### config.mk
export PLATFORM = sky130hd
export DESIGN_NAME = write_back_stage
export DESIGN_NICKNAME = d
export VERILOG_FILES = /design/src/rtl/write_back_stage.sv
export SDC_FILE = /design/constraint.sdc
export NUM_CORES = 1
export LEC_CHECK = 0
export BUFFER_PORTS_ARGS = -buffer_cell sky130_fd_sc_hd__buf_2
export CAP_MARGIN = 10
export CORE_UTILIZATION = 41
export DETAILED_ROUTE_END_ITERATION = 8
export GPL_ROUTABILITY_DRIVEN = 0
export PLACE_DENSITY = 0.8
export SLEW_MARGIN = 20
export SYNTH_ARGS = -nofsm -noshare
export SYNTH_HDL_FRONTEND = slang
export SYNTH_SLANG_ARGS = --single-unit
### constraint.sdc
create_clock -name clk -period 1.65 [get_ports clk]
set_clock_uncertainty 0.15 [all_clocks]
set_input_delay 0.2475 -clock clk [delete_from_list [all_inputs] [get_ports clk]]
set_output_delay 0.2475 -clock clk [all_outputs]
set_load 0.03 [all_outputs]
### src/rtl/write_back_stage.sv
// Write-back stage: selects the retiring value, drives the GPR write port, owns the
// output-port register and a one-entry write history for execute-stage forwarding.
// Optional retire counter enabled by defining WB_RETIRE_COUNTER_EN.
module write_back_stage #(
  parameter int DATA_W = 16,
  parameter int ADDR_W = 3
) (
  input  logic              clk,
  input  logic              reset,
  input  logic              reg_write,
  input  logic [1:0]        wb_sel,
  input  logic [DATA_W-1:0] alu_value,
  input  logic [DATA_W-1:0] mem_data,
  input  logic [DATA_W-1:0] ldm_value,
  input  logic [DATA_W-1:0] input_port,
  input  logic [ADDR_W-1:0] reg_write_address,
  input  logic              outport_enable,
  input  logic [DATA_W-1:0] out_src,
  input  logic              flush,
  input  logic [ADDR_W-1:0] src1_addr,
  input  logic [ADDR_W-1:0] src2_addr,
  output logic              rf_we,
  output logic [ADDR_W-1:0] rf_waddr,
  output logic [DATA_W-1:0] rf_wdata,
  output logic [DATA_W-1:0] out_port,
  output logic              out_strobe,
  output logic              fwd1_hit,
  output logic [DATA_W-1:0] fwd1_data,
  output logic              fwd2_hit,
  output logic [DATA_W-1:0] fwd2_data,
  output logic [31:0]       retire_count
);

  logic [DATA_W-1:0] wb_value;
  logic              out_load;
  logic [DATA_W-1:0] out_port_q, out_port_d;
  logic              out_strobe_q;
  logic              hv_q;
  logic [ADDR_W-1:0] ha_q;
  logic [DATA_W-1:0] hd_q;

  always_comb begin
    wb_value = alu_value;
    case (wb_sel)
      2'b00:   wb_value = alu_value;
      2'b01:   wb_value = mem_data;
      2'b10:   wb_value = ldm_value;
      default: wb_value = input_port;
    endcase
  end

  assign rf_we    = reg_write & ~flush;
  assign rf_waddr = reg_write_address;
  assign rf_wdata = wb_value;

  assign out_load   = outport_enable & ~flush;
  assign out_port_d = out_load ? out_src : out_port_q;

  always_ff @(posedge clk) begin
    if (reset) begin
      out_port_q   <= '0;
      out_strobe_q <= 1'b0;
      hv_q         <= 1'b0;
      ha_q         <= '0;
      hd_q         <= '0;
    end else begin
      out_port_q   <= out_port_d;
      out_strobe_q <= out_load;
      hv_q         <= rf_we;
      ha_q         <= rf_waddr;
      hd_q         <= rf_wdata;
    end
  end

  assign out_port   = out_port_q;
  assign out_strobe = out_strobe_q;

  // The write retiring this cycle is newer than history, so it is checked first.
  always_comb begin
    fwd1_hit  = 1'b0;
    fwd1_data = '0;
    if (rf_we && (src1_addr == rf_waddr)) begin
      fwd1_hit  = 1'b1;
      fwd1_data = rf_wdata;
    end else if (hv_q && (src1_addr == ha_q)) begin
      fwd1_hit  = 1'b1;
      fwd1_data = hd_q;
    end
  end

  always_comb begin
    fwd2_hit  = 1'b0;
    fwd2_data = '0;
    if (rf_we && (src2_addr == rf_waddr)) begin
      fwd2_hit  = 1'b1;
      fwd2_data = rf_wdata;
    end else if (hv_q && (src2_addr == ha_q)) begin
      fwd2_hit  = 1'b1;
      fwd2_data = hd_q;
    end
  end

`ifdef WB_RETIRE_COUNTER_EN
  logic [31:0] retire_q, retire_d;

  assign retire_d = ((reg_write | outport_enable) & ~flush) ? retire_q + 32'd1 : retire_q;

  always_ff @(posedge clk) begin
    if (reset) retire_q <= '0;
    else       retire_q <= retire_d;
  end

  assign retire_count = retire_q;
`else
  assign retire_count = '0;
`endif

endmodule

==> load_flow_metrics.sql, run 1 <==
INSERT INTO impl_metrics (metric_group, metric, value, unit) VALUES
('final_layout', 'drive_gt1_share', '58.9', '%'),
('global_routing', 'groute.layer.met3.usage', '5.96', '%'),
('sta', 'final-max-slew-violation-count', '0', ''),
('sta', 'rsz0062_at_grt', 'yes', ''),
('sta', 'timing.fmax', '511', 'MHz'),
('floorplan', 'start_util', '42.6', '%'),
('synth', 'synth_sequential_area_ratio', '27.4', '%'),
('placed_design', 'io_buffer_count', '166', ''),
('cts', 'clockRootBuffer', 'clkbuf_8', ''),
('worst_hold_path', 'timing.hold.worst.class', 'primary input to register', ''),
('critical_path', 'critical_path.startpoint', 'reg_write_address[0]', ''),
('final_layout', 'fin_nets', '569', ''),
('sta', 'least_margin_pin_slew', '0.620', 'ns'),
('synth', 'synth_edf_count', '0', ''),
('drt', 'initialDrtViolationCount', '144', ''),
('floorplan', 'core_area', '6350', 'µm²'),
('synth', 'synth.distinct_cells', '22', ''),
('job', 'maxCapViolations', '0', ''),
('synth', 'synth.ff_latch_count', '37', ''),
('cts', 'cts.sinks', '37', ''),
('synth', 'synth_most_common_cell', 'dfxtp_1', ''),
('power_and_ir_drop', 'powerDensity', '627', 'nW/µm²'),
('synth', 'synth_largest_type_area_fraction', '27.4', '%'),
('critical_path', 'critPathLaunchType', 'primary input', ''),
('drt', 'vias_after_detailed_routing', '2925', ''),
('outcome', 'outcome', 'finished, violations left', ''),
('sta', 'timing.final.setup_violations', '34', ''),
('final_layout', 'final_cells', '551', ''),
('cts', 'worst_setup_hold_path_clk_slew', '0.07', 'ns'),
('critical_path', 'critical_path_class', 'primary input to output pin', ''),
('critical_path', 'reg2reg_setup_slack', '0.88', 'ns'),
('global_routing', 'globalRouteMet1Util', '28.7', '%'),
('sta', 'worst_slack', '-0.309', 'ns'),
('drt', 'drcViolationCount', '0', ''),
('critical_path', 'crit_path_end_kind', 'output pin', ''),
('global_routing', 'grt.met2_usage', '50.7', '%'),
('cts', 'cts-buffers-inserted', '5', ''),
('sta', 'post-route-period-util', '119', '%'),
('global_routing', 'initial_antenna_violation_count', '0', ''),
('floorplan', 'die_h', '83.3', 'µm'),
('synth', 'syn_inst', '298', ''),
('worst_hold_path', 'worstHoldPathCells', '3', ''),
('sta', 'hold_violations', '0', ''),
('global_routing', 'first_global_vias', '2962', ''),
('drt', 'dr.pass1.iters', '4', ''),
('cts', 'tritoncts', 'yes', ''),
('sta', 'worst_slew_margin_rel', '58.7', '%'),
('drt', 'vias_per_cell', '5.31', ''),
('synth', 'mapped_cell_area', '2710', 'µm²'),
('cts', 'cts-htree-levels', '2', ''),
('power_and_ir_drop', 'worst_ir_drop_vdd', '0.481', 'mV'),
('critical_path', 'r2r-start', 'out_port[11]', ''),
('synth', 'async_flop_share', '0', '%'),
('critical_path', 'endpoint', 'fwd2_data[12]', ''),
('global_routing', 'grt_ovf', '0', ''),
('placed_design', 'dpl-instance-area', '4120', 'µm²'),
('drt', 'detail_route.wl_per_cell', '17.3', 'µm'),
('floorplan', 'num_rows', '29', ''),
('global_routing', 'grt.busiest_layer', 'met2', ''),
('final_layout', 'diodes', '0', ''),
('drt', 'routed_wire_length', '9.56', 'mm'),
('cts', 'clock_tree.buffer_depth', '2', ''),
('final_layout', 'finish.utilization', '72.6', '%'),
('outcome', 'violated_checks', 'negative setup slack', ''),
('final_layout', 'final_cell_area', '4610', 'µm²'),
('floorplan', 'floorplan.io_pins', '199', ''),
('global_routing', 'groute.usage.overall', '27.6', '%'),
('placed_design', 'place.detailed.instances', '541', ''),
('cts', 'clk_latency', '0.28', 'ns'),
('synth', 'synth.yosys.warnings', '0', ''),
('synth', 'ys_top_cells_by_area', 'dfxtp_1, mux2i_1, buf_4', '');
logic make-up after synthesis:
logic type	after synthesis	synth area share [%]
buffers and inverters	74	17.9
AO/OA/AOI/OAI	16	2.96
multiplexers	48	26.0
XOR/XNOR	12	4.99
flip-flops	37	27.4
AND/OR/NAND/NOR	110	20.7
other	1	0.138
how the worst min path moves through the flow:
stage	start	to	slack, ns
2_1_floorplan	reg_write_address[0]	ha_q[0]	0.23
3_3_place_gp	out_port[3]	out_port[3]	0.29
3_5_place_dp	out_port[7]	out_port[7]	0.30
4_1_cts	out_src[6]	out_port[6]	0.04
5_1_grt	out_src[6]	out_port[6]	0.04
6_report	out_src[6]	out_port[6]	0.05
final cells by class:
class                           count  area [µm²]  share of cell area (%)
Clock inverter                      1        5.00                   0.109
Timing Repair Buffer              195        1550                    33.6
Inverter                           16        95.1                    2.06
Multi-Input combinational cell    218        2020                    43.9
Sequential cell                    37         747                    16.2
Tap cell                           77        96.3                    2.09
Clock buffer                        7        96.3                    2.09
power by group:
part	internal (µW)	switching [µW]
sequential	948	23.3
combinational	520	707
clock	378	312
state kept, by name (all words and copies together), names as in the netlist:
name        flops
out_port       16
hv_q            1
hd_q           16
ha_q            3
out_strobe      1
metrics by stage:
stage	TNS, ns	setup WS (ns)	total power (µW)	hold WS (ns)
6_report	-8.61	-0.309	2890	0.0469
3_5_place_dp	-7.07	-0.244	2090	0.296
4_1_cts	-7.02	-0.242	2850	0.0405
3_3_place_gp	-6.33	-0.229	2070	0.289
5_1_grt	-10.10	-0.341	3010	0.0354
2_1_floorplan	-2.31	-0.121	1770	0.226
worst max-delay path, cell delays in order:
cell and delay [ns]:
buf_2 0.13, xnor2_1 0.27, nand4_1 0.26, buf_12 0.26, mux2i_4 0.22, buf_6 0.15
cell usage in the layout, fill, tap and decap left out:
master and instances:
buf_2 116, buf_6 44, nand4_1 36, nand2_1 34, dfxtp_1 34, mux2i_4 32
conb_1 32, buf_4 19, nor2_1 17, mux4_2 16, a21oi_1 16, and2_1 15
buf_12 13, inv_2 9, clkinv_4 7, clkbuf_8 7, xnor2_2 6, xnor2_1 5
nor2b_1 5, dfxtp_2 2, nor2b_4 1, and2_4 1, xnor2_4 1, nand2b_1 1
clkinv_2 1, buf_16 1, clkbuf_16 1, dfxtp_4 1, buf_8 1
what timing repair did:
| item | CTS | global route |
|---|---|---|
| gates resized for setup | 96 | 14 |
| endpoints found under the setup margin | 49 | 42 |
| pin swaps | 3 | 16 |
| cloned | 1 | 1 |
| hold endpoints to repair | 0 | 0 |
metal layers:
metal / share of wire [%] / vias to the layer above
li1: - / 1323
met1: 33 / 1397
met2: 55 / 164
met3: 6.9 / 41
met4: 5.4 / 0
met5: 0 / -
Power figures use the tool's default switching activity.
==> inputs of run 2 (changes only) <==
==> constraint.sdc (replaced) <==
create_clock -name clk -period 1.65 [get_ports clk]
set_clock_uncertainty 0.15 [all_clocks]
set_input_delay 0.0825 -clock clk [delete_from_list [all_inputs] [get_ports clk]]
set_output_delay 0.0825 -clock clk [all_outputs]
set_load 0.03 [all_outputs]
==> run 2 against run 1 <==
- the flow still finishes with violations (negative setup slack)
- sequential power about the same
- die area unchanged
- highest routed layer unchanged
- fmax up 5.2%
- critical path type is now register to output pin
- final cell count up 1.6%
- clock power up 17%
- first-iteration DRC count down 35%
- design area down 8.0%
- sequential share of layout area up 1.5 points
- register-to-register slack about the same
- setup slack better by 0.098 ns
==> load_flow_metrics.sql, run 2 (same netlist as run 1, synthesis figures left out) <==
INSERT INTO impl_metrics (metric_group, metric, value, unit) VALUES
('final_layout', 'regArea', '749', 'µm²'),
('outcome', 'violated_checks', 'negative setup slack', ''),
('drt', 'detail_route.wl_per_cell', '14.4', 'µm'),
('floorplan', 'floorplan.io_pins', '199', ''),
('drt', 'vias_after_detailed_routing', '2770', ''),
('floorplan', 'num_rows', '29', ''),
('drt', 'postRouteAntennaNets', '0', ''),
('cts', 'worst_setup_hold_path_clk_slew', '0.08', 'ns'),
('sta', 'setup_tns', '-3.85', 'ns'),
('floorplan', 'start_util', '42.6', '%'),
('sta', 'rsz0062_at_grt', 'yes', ''),
('sta', 'worst_slew_margin_rel', '61.0', '%'),
('critical_path', 'cp_data_required_time', '1.42', 'ns'),
('placed_design', 'place.detailed.instances', '526', ''),
('final_layout', 'multiInputGateArea', '1760', 'µm²'),
('drt', 'vias_per_cell', '4.95', ''),
('global_routing', 'first_global_vias', '2790', ''),
('critical_path', 'critical_path_class', 'register to output pin', ''),
('drt', 'drcViolationCount', '0', ''),
('cts', 'clock_tree.buffer_depth', '2', ''),
('critical_path', 'crit_path_end_kind', 'output pin', ''),
('floorplan', 'floorplan.die.width', '83.3', 'µm'),
('critical_path', 'r2r-start', 'out_port[0]', ''),
('drt', 'dr.pass1.iters', '4', ''),
('cts', 'cts.sinks', '37', ''),
('worst_hold_path', 'min_from', 'reset', ''),
('critical_path', 'critPathLaunchType', 'register', ''),
('cts', 'tritoncts', 'yes', ''),
('outcome', 'outcome', 'finished, violations left', ''),
('sta', 'timing.fmax', '537', 'MHz'),
('cts', 'cts-buffers-inserted', '5', ''),
('floorplan', 'fp.dieArea', '6930', 'µm²'),
('global_routing', 'grt_ovf', '0', ''),
('final_layout', 'highest_count_cells_in_the_layout_ignoring_fill_and_taps', 'buf_2, nand4_1, nand2_1, dfxtp_1, conb_1', ''),
('cts', 'clk_latency', '0.28', 'ns'),
('floorplan', 'core_area', '6350', 'µm²'),
('placed_design', 'io_buffer_count', '166', ''),
('critical_path', 'path_max_fanout', '5', ''),
('sta', 'post-route-period-util', '113', '%'),
('sta', 'worst_slack', '-0.211', 'ns'),
('sta', 'final-max-slew-violation-count', '0', ''),
('cts', 'clockRootBuffer', 'clkbuf_8', ''),
('power_and_ir_drop', 'totalPowerFinal', '2840', 'µW'),
('sta', 'timing.final.setup_violations', '33', ''),
('cts', 'cts-htree-levels', '2', ''),
('final_layout', 'final_cells', '560', ''),
('job', 'maxCapViolations', '0', ''),
('critical_path', 'critical_path.startpoint', 'ha_q[0]', ''),
('final_layout', 'area_growth', '56.5', '%'),
('drt', 'initialDrtViolationCount', '94', ''),
('global_routing', 'grt_start_max_net_pins', '23', ''),
('worst_hold_path', 'timing.hold.worst.class', 'primary input to register', ''),
('power_and_ir_drop', 'leakagePower', '0.00206', 'µW'),
('sta', 'least_margin_pin_slew', '0.585', 'ns'),
('final_layout', 'drive_gt1_share', '51.1', '%'),
('global_routing', 'groute.usage.overall', '23.7', '%'),
('sta', 'hold_violations', '0', ''),
('global_routing', 'wire_length_of_the_first_global_routing_pass', '13.1', 'mm'),
('floorplan', 'die_h', '83.3', 'µm'),
('power_and_ir_drop', 'powerDensity', '670', 'nW/µm²'),
('final_layout', 'leading_cell_type_in_the_layout_fill_and_taps_excluded', 'buf_2', ''),
('power_and_ir_drop', 'worst_ir_drop_vdd', '0.609', 'mV'),
('global_routing', 'initial_antenna_violation_count', '0', ''),
('placed_design', 'hpwl', '5.94', 'mm'),
('final_layout', 'fin_nets', '578', ''),
('drt', 'routed_wire_length', '8.09', 'mm'),
('critical_path', 'data_arrival_critical_path', '1.63', 'ns'),
('final_layout', 'fillers', '530', ''),
('final_layout', 'diodes', '0', ''),
('critical_path', 'reg2reg_setup_slack', '0.87', 'ns'),
('sta', 'post-route-min-period', '1.86', 'ns');
## run 2: cell types whose count changed in the layout (fill, tap and decap cells not counted), moves of 7 or more
cell           change
buf_2             +16
dlygate4sd3_1     +20
mux2i_2           +26
buf_6             -25
clkinv_4           -7
mux2i_4           -32
## run 2: path summary, 6_finish.rpt
kind,end,cells after the start
worst min register to register,out_port[15],2
worst max-delay path,fwd2_data[4],6
worst max register to register,out_port[0],2
worst min-delay path,hd_q[2],2
## run 2: metal layers
layer / GRT usage [%] / up-vias / wire length, µm
met3: 4.08 / 15 / 520
met4: 10.0 / 0 / 147
met2: 46.7 / 146 / 4570
met1: 24.3 / 1274 / 2850
li1: - / 1335 / -
met5: 0 / - / 0
## run 2: area by class of cell
class	instances	share of cell area [%]
inverter	16	1.62
sequential	37	17.7
multi-input combinational	218	41.5
timing repair buffer	204	34.2
clock inverter	1	0.709
tap	77	2.27
clock buffer	7	2.04
## run 2: repair_timing
item                                   4_1_cts  5_1_grt
pin swaps                                   24        6
buffers inserted                             5        0
gates cloned                                 2        0
resized for setup                           58        7
endpoints found under the hold margin       20        0
setup endpoints to repair                   34       34
hold buffers                                20        0
## run 2: worst max-delay path, cell delays in order, from the launching register on
cell and delay (ns):
dfxtp_4 0.37, buf_6 0.12, xnor2_4 0.19, buf_6 0.15
nand4_1 0.11, mux2i_2 0.23, buf_6 0.17
## run 2: through the flow
stage | area [µm²] | hold slack, ns | worst slack [ns] | util [%]
after detailed placement | 3610 | 0.180 | -0.304 | 56.9
final | 4240 | 0.0212 | -0.211 | 66.7
after global placement | 3610 | 0.177 | -0.142 | 56.9
after CTS | 4240 | 0.0142 | -0.203 | 66.7
after floorplan | 2920 | 0.0607 | -0.0105 | -
after global routing | 4240 | 0.0253 | -0.275 | 66.7
## run 2: where the power goes
part | total (µW) | internal, µW | switching (µW)
logic | 1070 | 438 | 631
clock network | 803 | 493 | 310
registers | 969 | 947 | 22.5
total | 2840 | 1880 | 964
==> inputs of run 3 (changes only) <==
--- a/config.mk
+++ b/config.mk
@@ -10,6 +10,7 @@
 export CORE_UTILIZATION = 41
 export DETAILED_ROUTE_END_ITERATION = 8
 export GPL_ROUTABILITY_DRIVEN = 0
+export MAX_ROUTING_LAYER = met4
 export PLACE_DENSITY = 0.8
 export SLEW_MARGIN = 20
 export SYNTH_ARGS = -nofsm -noshare
==> run 3 against run 2 <==
- critical path depth did not move
- sequential power barely moved
- highest routed layer unchanged
- routed wire length rose by 0.78%
- die area stayed put
- the run still ends with negative setup slack left
- setup slack worse by 0.0023 ns
- design area stayed put
- register-to-register slack about the same
==> load_flow_metrics.sql, run 3 (same netlist as run 1, synthesis figures left out) <==
INSERT INTO impl_metrics (metric_group, metric, value, unit) VALUES
('critical_path', 'critical-path-top-cell-by-count', 'buf_6', ''),
('floorplan', 'floorplan.die.width', '83.3', 'µm'),
('critical_path', 'crit_path_end_kind', 'output pin', ''),
('outcome', 'outcome', 'finished, violations left', ''),
('floorplan', 'fp.dieArea', '6930', 'µm²'),
('final_layout', 'area_growth', '56.5', '%'),
('sta', 'post-route-min-period', '1.86', 'ns'),
('final_layout', 'highest_count_cells_in_the_layout_ignoring_fill_and_taps', 'buf_2, nand4_1, nand2_1, dfxtp_1, conb_1', ''),
('sta', 'setup_tns', '-3.87', 'ns'),
('critical_path', 'critPathTopFamily', 'buffers and inverters', ''),
('global_routing', 'groute.usage.overall', '24.4', '%'),
('sta', 'worst_slew_margin_rel', '61.0', '%'),
('drt', 'initialDrtViolationCount', '88', ''),
('sta', 'hold_violations', '0', ''),
('final_layout', 'multiInputGateArea', '1760', 'µm²'),
('sta', 'timing.fmax', '537', 'MHz'),
('job', 'maxCapViolations', '0', ''),
('power_and_ir_drop', 'leakagePower', '0.00206', 'µW'),
('cts', 'cts-buffers-inserted', '5', ''),
('cts', 'cts-htree-levels', '2', ''),
('sta', 'timing.final.setup_violations', '33', ''),
('power_and_ir_drop', 'power_report.internal_total', '1880', 'µW'),
('floorplan', 'die_h', '83.3', 'µm'),
('power_and_ir_drop', 'power.share.switching', '34.0', '%'),
('final_layout', 'diodes', '0', ''),
('cts', 'clockRootBuffer', 'clkbuf_8', ''),
('critical_path', 'cp_data_required_time', '1.42', 'ns'),
('critical_path', 'critical_path_class', 'register to output pin', ''),
('sta', 'rsz0062_at_grt', 'yes', ''),
('placed_design', 'preCtsSetupSlack', '-0.304', 'ns'),
('worst_hold_path', 'hold_end', 'hd_q[2]', ''),
('cts', 'clock_tree.buffer_depth', '2', ''),
('critical_path', 'path_max_fanout', '5', ''),
('cts', 'tritoncts', 'yes', ''),
('worst_hold_path', 'min_from', 'reset', ''),
('drt', 'postRouteAntennaNets', '0', ''),
('final_layout', 'fin_nets', '578', ''),
('critical_path', 'worstPathBufferInverterCount', '3', ''),
('critical_path', 'critical_path.slowest_cell', 'dfxtp_4', ''),
('drt', 'dr.pass1.iters', '4', ''),
('sta', 'worst_slack', '-0.214', 'ns'),
('floorplan', 'num_rows', '29', ''),
('global_routing', 'first_global_vias', '2789', ''),
('power_and_ir_drop', 'share_clk_of_total_power', '28.2', '%'),
('critical_path', 'rr_worst_depth', '2', ''),
('drt', 'detail_route.wl_per_cell', '14.6', 'µm'),
('global_routing', 'grt_start_max_net_pins', '23', ''),
('global_routing', 'grt_ovf', '0', ''),
('critical_path', 'data_arrival_critical_path', '1.63', 'ns'),
('drt', 'vias_after_detailed_routing', '2800', ''),
('power_and_ir_drop', 'switching_power', '966', 'µW'),
('critical_path', 'reg2reg_setup_slack', '0.87', 'ns'),
('worst_hold_path', 'timing.hold.worst.class', 'primary input to register', ''),
('floorplan', 'floorplan.io_pins', '199', ''),
('critical_path', 'critical_path.cell_chain', 'buf_6 > xnor2_4 > buf_6 > nand4_1 > mux2i_2 > buf_6', ''),
('critical_path', 'critical_path.max_stage_delay', '0.37', 'ns'),
('critical_path', 'r2r-start', 'out_port[0]', ''),
('outcome', 'violated_checks', 'negative setup slack', ''),
('final_layout', 'drive_gt1_share', '51.1', '%'),
('floorplan', 'start_util', '42.6', '%'),
('critical_path', 'timing.rr.end', 'out_port[0]', ''),
('global_routing', 'initial_antenna_violation_count', '0', ''),
('placed_design', 'hpwl', '5.94', 'mm'),
('drt', 'routed_wire_length', '8.15', 'mm'),
('sta', 'post-route-period-util', '113', '%'),
('global_routing', 'wire_length_of_the_first_global_routing_pass', '13.1', 'mm'),
('final_layout', 'fillers', '530', ''),
('cts', 'clk_latency', '0.28', 'ns'),
('drt', 'drcViolationCount', '0', ''),
('power_and_ir_drop', 'power.sequential.fraction', '34.1', '%'),
('placed_design', 'io_buffer_count', '166', ''),
('final_layout', 'leading_cell_type_in_the_layout_fill_and_taps_excluded', 'buf_2', ''),
('power_and_ir_drop', 'comb_power_share', '37.7', '%'),
('power_and_ir_drop', 'worst_ir_drop_vdd', '0.607', 'mV'),
('cts', 'cts.sinks', '37', ''),
('drt', 'vias_per_cell', '5.00', ''),
('cts', 'worst_setup_hold_path_clk_slew', '0.08', 'ns'),
('sta', 'final-max-slew-violation-count', '0', ''),
('final_layout', 'regArea', '749', 'µm²'),
('sta', 'least_margin_pin_slew', '0.585', 'ns'),
('floorplan', 'core_area', '6350', 'µm²'),
('power_and_ir_drop', 'powerDensity', '671', 'nW/µm²'),
('worst_hold_path', 'worstHoldPathCells', '2', ''),
('critical_path', 'critPathLaunchType', 'register', '');
run 3: cell counts in the layout (fill, tap and decap cells not counted):
No cell type changed its count.
run 3: power groups by stage:
stage	logic, µW	clock network [µW]	registers [µW]
finish	1070	802	969
global route	1130	858	974
CTS	1070	824	968
detailed placement	936	0	986
global placement	918	0	983
floorplan	654	0	1020
run 3: final cells by class:
type / count / share of cell area (%)
Multi-Input combinational cell: 218 / 41.5
Clock buffer: 7 / 2.04
Inverter: 16 / 1.62
Tap cell: 77 / 2.27
Sequential cell: 37 / 17.7
Clock inverter: 1 / 0.709
Timing Repair Buffer: 204 / 34.2
run 3: metal layers:
metal	up-vias	global-route usage, %	wire (µm)
li1	1336	-	-
met1	1296	24.7	2930
met2	151	46.7	4580
met3	17	3.48	465
met4	0	10.0	180
met5	-	-	0
run 3: worst max-delay path by stage:
stage / end / cells after the start / from / slack, ns
global placement: fwd1_data[5] / 4 / ha_q[1] / -0.14
global route: fwd2_data[4] / 6 / ha_q[0] / -0.27
finish: fwd2_data[4] / 6 / ha_q[0] / -0.21
CTS: fwd2_data[4] / 6 / ha_q[0] / -0.20
detailed placement: fwd1_data[9] / 4 / ha_q[1] / -0.30
floorplan: fwd2_data[10] / 4 / ha_q[2] / -0.01
run 3: what timing repair did:
item / in CTS / in global routing
setup buffers: 5 / 0
hold buffers: 20 / 0
hold endpoints to repair: 20 / 0
gates cloned: 2 / 0
resized for setup: 58 / 7
setup endpoints to repair: 34 / 34
pin swaps: 24 / 6
run 3: stage by stage:
step                      cells  area (µm²)  hold WS, ns  utilization [%]  power [µW]
after global routing        560        4240       0.0226             66.7        2970
after floorplan             329        2920       0.0607                -        1680
after global placement      526        3610        0.177             56.9        1900
final                       560        4240       0.0258             66.7        2840
after detailed placement    526        3610        0.180             56.9        1920
after CTS                   561        4240       0.0142             66.7        2870
